### config.mk
export PLATFORM = sky130hd
export DESIGN_NAME = rv_regfile_mp_flat
export DESIGN_NICKNAME = d
export VERILOG_FILES = /design/src/rtl/rv_regfile_mp_pkg.sv /design/src/rtl/rv_regfile_mp_if.sv /design/src/rtl/rv_regfile_mp_scoreboard.sv /design/src/rtl/rv_regfile_mp.sv /design/src/flat_wrapper.sv
export SDC_FILE = /design/constraint.sdc
export NUM_CORES = 2
export LEC_CHECK = 0
export ABC_AREA = 1
export ABC_CLOCK_PERIOD_IN_PS = 6000
export BUFFER_PORTS_ARGS = -buffer_cell sky130_fd_sc_hd__clkbuf_2
export CAP_MARGIN = 5
export CELL_PAD_IN_SITES_DETAIL_PLACEMENT = 0
export CELL_PAD_IN_SITES_GLOBAL_PLACEMENT = 1
export CORE_MARGIN = 2
export CORE_UTILIZATION = 50
export CTS_CLUSTER_SIZE = 24
export DETAILED_ROUTE_END_ITERATION = 10
export MAX_ROUTING_LAYER = met4
export PLACE_DENSITY_LB_ADDON = 0.1
export SKIP_LAST_GASP = 1
export SLEW_MARGIN = 25
export SYNTH_ARGS = -nofsm -noshare
export SYNTH_HDL_FRONTEND = slang
export SYNTH_SLANG_ARGS = --single-unit
### constraint.sdc
create_clock -name i_clk -period 6 [get_ports i_clk]
set_input_delay 0.6 -clock i_clk [delete_from_list [all_inputs] [get_ports i_clk]]
set_output_delay 0.6 -clock i_clk [all_outputs]
set_load 0.03 [all_outputs]
### src/rtl/rv_regfile_mp_pkg.sv
// rtl/rv_regfile_mp_pkg.sv - shared widths, register address type and zero-register constant
package rv_regfile_mp_pkg;
   localparam int XLEN_DEF  = 32;
   localparam int NREGS_DEF = 32;
   localparam int NRD_DEF   = 2;
   localparam int REG_AW    = $clog2(NREGS_DEF);

   typedef logic [REG_AW-1:0] reg_addr_t;

   localparam reg_addr_t REG_ZERO = '0;
endpackage

### src/rtl/rv_regfile_mp_if.sv
// rtl/rv_regfile_mp_if.sv - read, writeback and issue-scoreboard bus of the multi-port register file
interface rv_regfile_mp_if
   import rv_regfile_mp_pkg::*;
#(
   parameter int XLEN  = XLEN_DEF,
   parameter int NREGS = NREGS_DEF,
   parameter int NRD   = NRD_DEF
) ();
   localparam int AW = $clog2(NREGS);

   logic [NRD-1:0]      rd_en;
   logic [NRD*AW-1:0]   rd_addr;
   logic [NRD*XLEN-1:0] rd_data;
   logic [NRD-1:0]      rd_valid;
   logic [NRD-1:0]      rd_busy;
   logic                wr_en;
   logic [AW-1:0]       wr_addr;
   logic [XLEN-1:0]     wr_data;
   logic                sb_set_en;
   logic [AW-1:0]       sb_set_addr;
   logic [NREGS-1:0]    busy_vec;

   modport master (
      output rd_en, rd_addr, wr_en, wr_addr, wr_data, sb_set_en, sb_set_addr,
      input  rd_data, rd_valid, rd_busy, busy_vec
   );

   modport slave (
      input  rd_en, rd_addr, wr_en, wr_addr, wr_data, sb_set_en, sb_set_addr,
      output rd_data, rd_valid, rd_busy, busy_vec
   );
endinterface

### src/rtl/rv_regfile_mp_scoreboard.sv
// rtl/rv_regfile_mp_scoreboard.sv - pending-write busy bits with set-over-clear priority
module rv_scoreboard
   import rv_regfile_mp_pkg::*;
#(
   parameter int NREGS = NREGS_DEF
) (
   input  logic                     i_clk,
   input  logic                     i_rst,
   input  logic                     i_set_en,
   input  logic [$clog2(NREGS)-1:0] i_set_addr,
   input  logic                     i_clr_en,
   input  logic [$clog2(NREGS)-1:0] i_clr_addr,
   output logic [NREGS-1:0]         o_busy_vec
);
   logic [NREGS-1:0] r_busy;
   logic [NREGS-1:0] w_busy_nxt;

   // Clear from writeback first, then set from issue so a new producer overrides the retiring one
   always_comb begin
      w_busy_nxt = r_busy;
      if (i_clr_en) begin
         w_busy_nxt[i_clr_addr] = 1'b0;
      end
      if (i_set_en) begin
         w_busy_nxt[i_set_addr] = 1'b1;
      end
      w_busy_nxt[0] = 1'b0;
   end

   // Busy bit register
   always_ff @(posedge i_clk) begin
      if (i_rst) begin
         r_busy <= '0;
      end else begin
         r_busy <= w_busy_nxt;
      end
   end

   assign o_busy_vec = r_busy;
endmodule

### src/rtl/rv_regfile_mp.sv
// rtl/rv_regfile_mp.sv - multi-read-port register file with pending-write scoreboard (option: REGFILE_BYPASS_EN)
module rv_regfile_mp
   import rv_regfile_mp_pkg::*;
#(
   parameter int XLEN  = XLEN_DEF,
   parameter int NREGS = NREGS_DEF,
   parameter int NRD   = NRD_DEF
) (
   input  logic           i_clk,
   input  logic           i_rst,
   rv_regfile_mp_if.slave io_bus
);
   localparam int AW = $clog2(NREGS);

   logic [XLEN-1:0]          r_regs [NREGS];
   logic [NRD-1:0][XLEN-1:0] r_rd_data;
   logic [NRD-1:0]           r_rd_valid;
   logic [NRD-1:0]           r_rd_busy;

   logic [NREGS-1:0]         w_busy_vec;
   logic [NRD-1:0][AW-1:0]   w_rd_addr;
   logic [NRD-1:0][XLEN-1:0] w_rd_data_nxt;
   logic [NRD-1:0]           w_rd_busy_nxt;
   logic                     w_wr_hit;

   assign w_rd_addr = io_bus.rd_addr;
   assign w_wr_hit  = io_bus.wr_en && (io_bus.wr_addr != AW'(REG_ZERO));

   rv_scoreboard #(
      .NREGS (NREGS)
   ) u_scoreboard (
      .i_clk      (i_clk),
      .i_rst      (i_rst),
      .i_set_en   (io_bus.sb_set_en),
      .i_set_addr (io_bus.sb_set_addr),
      .i_clr_en   (io_bus.wr_en),
      .i_clr_addr (io_bus.wr_addr),
      .o_busy_vec (w_busy_vec)
   );

   // Storage array; register 0 is never written so it stays at its reset value of zero
   always_ff @(posedge i_clk) begin
      if (i_rst) begin
         for (int i = 0; i < NREGS; i++) begin
            r_regs[i] <= '0;
         end
      end else if (w_wr_hit) begin
         r_regs[io_bus.wr_addr] <= io_bus.wr_data;
      end
   end

   // Per-port read mux: zero register, optional same-cycle writeback forwarding, else stored value
   always_comb begin
      w_rd_data_nxt = '0;
      w_rd_busy_nxt = '0;
      for (int p = 0; p < NRD; p++) begin
         if (w_rd_addr[p] == AW'(REG_ZERO)) begin
            w_rd_data_nxt[p] = '0;
            w_rd_busy_nxt[p] = 1'b0;
         end
`ifdef REGFILE_BYPASS_EN
         else if (io_bus.wr_en && (io_bus.wr_addr == w_rd_addr[p])) begin
            w_rd_data_nxt[p] = io_bus.wr_data;
            w_rd_busy_nxt[p] = io_bus.sb_set_en && (io_bus.sb_set_addr == w_rd_addr[p]);
         end
`endif
         else begin
            w_rd_data_nxt[p] = r_regs[w_rd_addr[p]];
            w_rd_busy_nxt[p] = w_busy_vec[w_rd_addr[p]];
         end
      end
   end

   // Read pipeline; idle ports keep their last data and busy flag
   always_ff @(posedge i_clk) begin
      if (i_rst) begin
         r_rd_data  <= '0;
         r_rd_valid <= '0;
         r_rd_busy  <= '0;
      end else begin
         r_rd_valid <= io_bus.rd_en;
         for (int p = 0; p < NRD; p++) begin
            if (io_bus.rd_en[p]) begin
               r_rd_data[p] <= w_rd_data_nxt[p];
               r_rd_busy[p] <= w_rd_busy_nxt[p];
            end
         end
      end
   end

   assign io_bus.rd_data  = r_rd_data;
   assign io_bus.rd_valid = r_rd_valid;
   assign io_bus.rd_busy  = r_rd_busy;
   assign io_bus.busy_vec = w_busy_vec;
endmodule

### src/flat_wrapper.sv
// flat-port wrapper written by rule: the top's interface ports become plain ports
module rv_regfile_mp_flat import rv_regfile_mp_pkg::*;
#(
   parameter int XLEN  = XLEN_DEF,
   parameter int NREGS = NREGS_DEF,
   parameter int NRD   = NRD_DEF
)
  (i_clk, i_rst, io_bus_rd_en, io_bus_rd_addr, io_bus_wr_en, io_bus_wr_addr, io_bus_wr_data, io_bus_sb_set_en, io_bus_sb_set_addr, io_bus_rd_data, io_bus_rd_valid, io_bus_rd_busy, io_bus_busy_vec);
  rv_regfile_mp_if #(.XLEN(XLEN), .NREGS(NREGS), .NRD(NRD)) io_bus_i ();
  input  logic i_clk;
  input  logic i_rst;
  input wire logic [$bits(io_bus_i.rd_en)-1:0] io_bus_rd_en;
  input wire logic [$bits(io_bus_i.rd_addr)-1:0] io_bus_rd_addr;
  input wire logic [$bits(io_bus_i.wr_en)-1:0] io_bus_wr_en;
  input wire logic [$bits(io_bus_i.wr_addr)-1:0] io_bus_wr_addr;
  input wire logic [$bits(io_bus_i.wr_data)-1:0] io_bus_wr_data;
  input wire logic [$bits(io_bus_i.sb_set_en)-1:0] io_bus_sb_set_en;
  input wire logic [$bits(io_bus_i.sb_set_addr)-1:0] io_bus_sb_set_addr;
  output wire logic [$bits(io_bus_i.rd_data)-1:0] io_bus_rd_data;
  output wire logic [$bits(io_bus_i.rd_valid)-1:0] io_bus_rd_valid;
  output wire logic [$bits(io_bus_i.rd_busy)-1:0] io_bus_rd_busy;
  output wire logic [$bits(io_bus_i.busy_vec)-1:0] io_bus_busy_vec;
  assign io_bus_i.rd_en = io_bus_rd_en;
  assign io_bus_i.rd_addr = io_bus_rd_addr;
  assign io_bus_i.wr_en = io_bus_wr_en;
  assign io_bus_i.wr_addr = io_bus_wr_addr;
  assign io_bus_i.wr_data = io_bus_wr_data;
  assign io_bus_i.sb_set_en = io_bus_sb_set_en;
  assign io_bus_i.sb_set_addr = io_bus_sb_set_addr;
  assign io_bus_rd_data = io_bus_i.rd_data;
  assign io_bus_rd_valid = io_bus_i.rd_valid;
  assign io_bus_rd_busy = io_bus_i.rd_busy;
  assign io_bus_busy_vec = io_bus_i.busy_vec;
  rv_regfile_mp #(.XLEN(XLEN), .NREGS(NREGS), .NRD(NRD)) u_core (.i_clk(i_clk), .i_rst(i_rst), .io_bus(io_bus_i));
endmodule
==> metrics.csv <==
stage,metric,value,unit
run_status,status,"finished, final reports clean",
worst_setup_path,biggest cell delay along the critical path,0.63,ns
timing,RSZ-0062 raised after global routing,no,
drt,Iteration-0 DRC Markers,8954,
pwr,Pleak,0.0279,uW
cts,clk buf depth,3,
worst_setup_path,Slowest cell on crit path,inv_2,
worst_setup_path,WP buf/inv,4,
worst_setup_path,kind of critical path,primary input to flop,
die,die height,351,um
cts,CTS Sinks,1123,
timing,hold_ws,0.194,ns
synthesis,"EDFF count, synth",1024,
job,MaxCap Viol Count,0,
drt,mean routed wirelength per cell,27.1,um
worst_setup_path,crit-path most repeated cell,nand2_2,
grt,first-pass GRT wire length,361,mm
timing,endpoints failing hold,0,
pwr,Comb power frac,12.9,%
timing,post-layout min period,3.56,ns
drt,Post-DRT Antenna Nets,0,
pwr,Net Switching,5510,uW
placed_design,Final HPWL DP,135,mm
die,Cell Rows,127,
placed_design,I/O Buffers,156,
worst_setup_path,Max Fanout on Critical Path,30,
cts,Post-CTS Setup Bufs,0,
grt,largest net degree at the start of global routing,182,
cts,Post-CTS Hold Buffers,0,
final_layout,"non-filler cells, final",9329,
synthesis,async set-reset flop share out of synthesis,0,%
die,full die area,123000,um^2
synthesis,top-area cell type share of the netlist area,51.1,%
drt,post-DR vias/cell,6.15,
cts,number of H-tree levels,4,
timing,Worst slew margin,19.8,%
synthesis,Synth Area per Inst,7.72,um^2
hold_path,hold path cells,3,
hold_path,Hold Path Class,primary input to flop,
synthesis,Synth top cells by count,"nand2_1 (3308), nand3_1 (1360), nor2_1 (1031), edfxtp_1 (1024), clkbuf_1 (315)",
worst_setup_path,CP Capture Type,flop,
timing,final-report setup violation count,0,
drt,total wire length,253,mm
cts,CTS Root Cell,clkbuf_16,
placed_design,dpl cells,9087,
final_layout,nets,7665,
synthesis,sequential cell area fraction in the yosys report,54.3,%
synthesis,leading area contributor after synthesis,edfxtp_1,
placed_design,routability cong.,0.916,
timing,FMAX,281,MHz
final_layout,layout cells sized above 1,7.47,%
grt,vias in the first global route,52540,
cts,CTS tree,built,
synthesis,distinct cell type count after synthesis,22,
synthesis,top-count cell post-synth,nand2_1,
timing,Max Slew Vio Count,0,
grt,Total GRT Usage,41.7,%
pwr,Seq pwr share,46.5,%
pwr,sw frac,27.8,%
synthesis,Yosys warning count,0,
grt,total congestion overflow,0,
pwr,Pint,14300,uW
timing,period utilization,59.3,%
worst_setup_path,Startpoint Class,primary input,
die,Top Ports,158,
worst_setup_path,Worst EP arrival,3.98,ns
cts,cts repair resizes,0,
die,die span in x,351,um
worst_setup_path,CP cell instances,clkbuf_2 -> inv_1 -> nor2_1 -> o21ai_0 -> inv_2 -> nand2_2 -> nand2_2 -> buf_4,
pwr,Power Density,300,nW/um^2
synthesis,post-synthesis cell count,7805,
grt,number of antenna violations at the first check in global routing,6,
die,core area,120000,um^2
pwr,peak supply drop,0.272,mV
drt,routed via count,57403,
drt,DRC,0,
cts,"CTS clk-pin slew, worst paths",0.06,ns
worst_setup_path,WP data required,6.42,ns
worst_setup_path,R2R cell count,8,
worst_setup_path,Worst path depth,8,
timing,Setup TNS,0,ns
synthesis,Main synth FF type,edfxtp_1,
timing,Max Clock Skew,0.0234,ns
synthesis,synth top area cells,"edfxtp_1 (51%), nand2_1 (21%), nand3_1 (11%), nor2_1 (6.4%), dfxtp_1 (3.3%)",
timing,Least-Margin Pin Slew,1.20,ns
cts,CTS buffer count,130,
synthesis,synthesis-stage register bit count,1123,
drt,drt first pass iters,7,
worst_setup_path,crit-path leading delay family,buffers and inverters,
synthesis,Mapped Area,60200,um^2
final_layout,Layout Area Growth over Synthesis,9.70,%
cts,clk_lat worst skew,0.76,ns
die,Initial Util,50.3,%
pwr,power share of the clock group,40.6,%
## per-stage QoR
step                      utilization (%)  area [um^2]  setup WS [ns]  power, uW
after global routing                 55.2        66100           2.33      20300
after detailed placement             51.7        61800           1.78      11800
after floorplan                         -        60400           2.22      10900
after CTS                            55.2        66100           2.58      19700
final                                55.2        66100           2.44      19800
after global placement               51.7        61800           1.88      11800
## placed cells by master, fill, tap and decap left out, types with 15 or more instances in the layout
master,n
nand3_1,1360
clkbuf_1,40
clkinv_2,16
inv_2,32
edfxtp_1,1024
nand2_1,3248
a21oi_1,227
clkbuf_16,139
conb_1,33
clkbuf_2,147
buf_4,124
buf_12,17
nand2_2,55
nor2_1,1031
clkinv_1,21
dfxtp_1,99
inv_1,29
nor3_1,15
## logic make-up after synthesis
logic type             synth area share (%)
AO/OA/AOI/OAI                          1.94
buffers and inverters                  5.20
flip-flops                             54.3
other                               0.00623
AND/OR/NAND/NOR                        38.5
## power groups by stage
| stage | combinational [uW] | sequential [uW] | clock, uW |
|---|---|---|---|
| 2_1_floorplan | 1490 | 9370 | 0 |
| 3_3_place_gp | 2460 | 9350 | 0 |
| 3_5_place_dp | 2470 | 9360 | 0 |
| 4_1_cts | 2480 | 9200 | 8060 |
| 5_1_grt | 2720 | 9260 | 8360 |
| 6_report | 2550 | 9220 | 8050 |
## final cells by class
class	instances	area [um^2]
Antenna cell	5	12.5
Clock buffer	188	3750
Clock inverter	49	469
Fill cell	11095	53600
Inverter	72	313
Multi-Input combinational cell	5985	24700
Sequential cell	1123	32700
Tap cell	1612	2020
Timing Repair Buffer	295	2100
## worst reg2reg max path, stage by stage (launching register included)
cell,delay [ns]
edfxtp_1,0.43
nand2_1,0.10
nand3_1,0.09
nand2_1,0.10
nand2_1,0.05
nand3_1,0.12
nand3_1,0.27
nand3_1,0.23
a21oi_1,0.08
## routing by layer
layer  wire length, um  track usage, %  vias up
met5                 0               -        -
met4             12000            18.4        0
met3             32800            8.77      672
met2            111000            61.3     4151
met1             97000            55.6    27472
li1                  -               -    25108
## flip-flops by register name, summed over array words and instances, names as in the netlist
signal                          flops
u_core.u_scoreboard.o_busy_vec     31
u_core.io_bus.rd_busy               2
u_core.r_regs                    1024
u_core.io_bus.rd_valid              2
u_core.io_bus.rd_data              64
## worst paths after layout
| check | startpoint | end | slack [ns] |
|---|---|---|---|
| worst max-delay path | io_bus_wr_en | u_core.r_regs[22][11]$_SDFFCE_PN0P_ | 2.44 |
| worst min-delay path | io_bus_rd_en[0] | u_core.io_bus.rd_busy[0]$_SDFFE_PP0P_ | 0.19 |
| worst max register to register | u_core.r_regs[22][6]$_SDFFCE_PN0P_ | u_core.io_bus.rd_data[38]$_SDFFE_PP0P_ | 4.39 |
| worst min register to register | u_core.io_bus.rd_data[57]$_SDFFE_PP0P_ | u_core.io_bus.rd_data[57]$_SDFFE_PP0P_ | 0.46 |
Power figures use the tool's default switching activity.
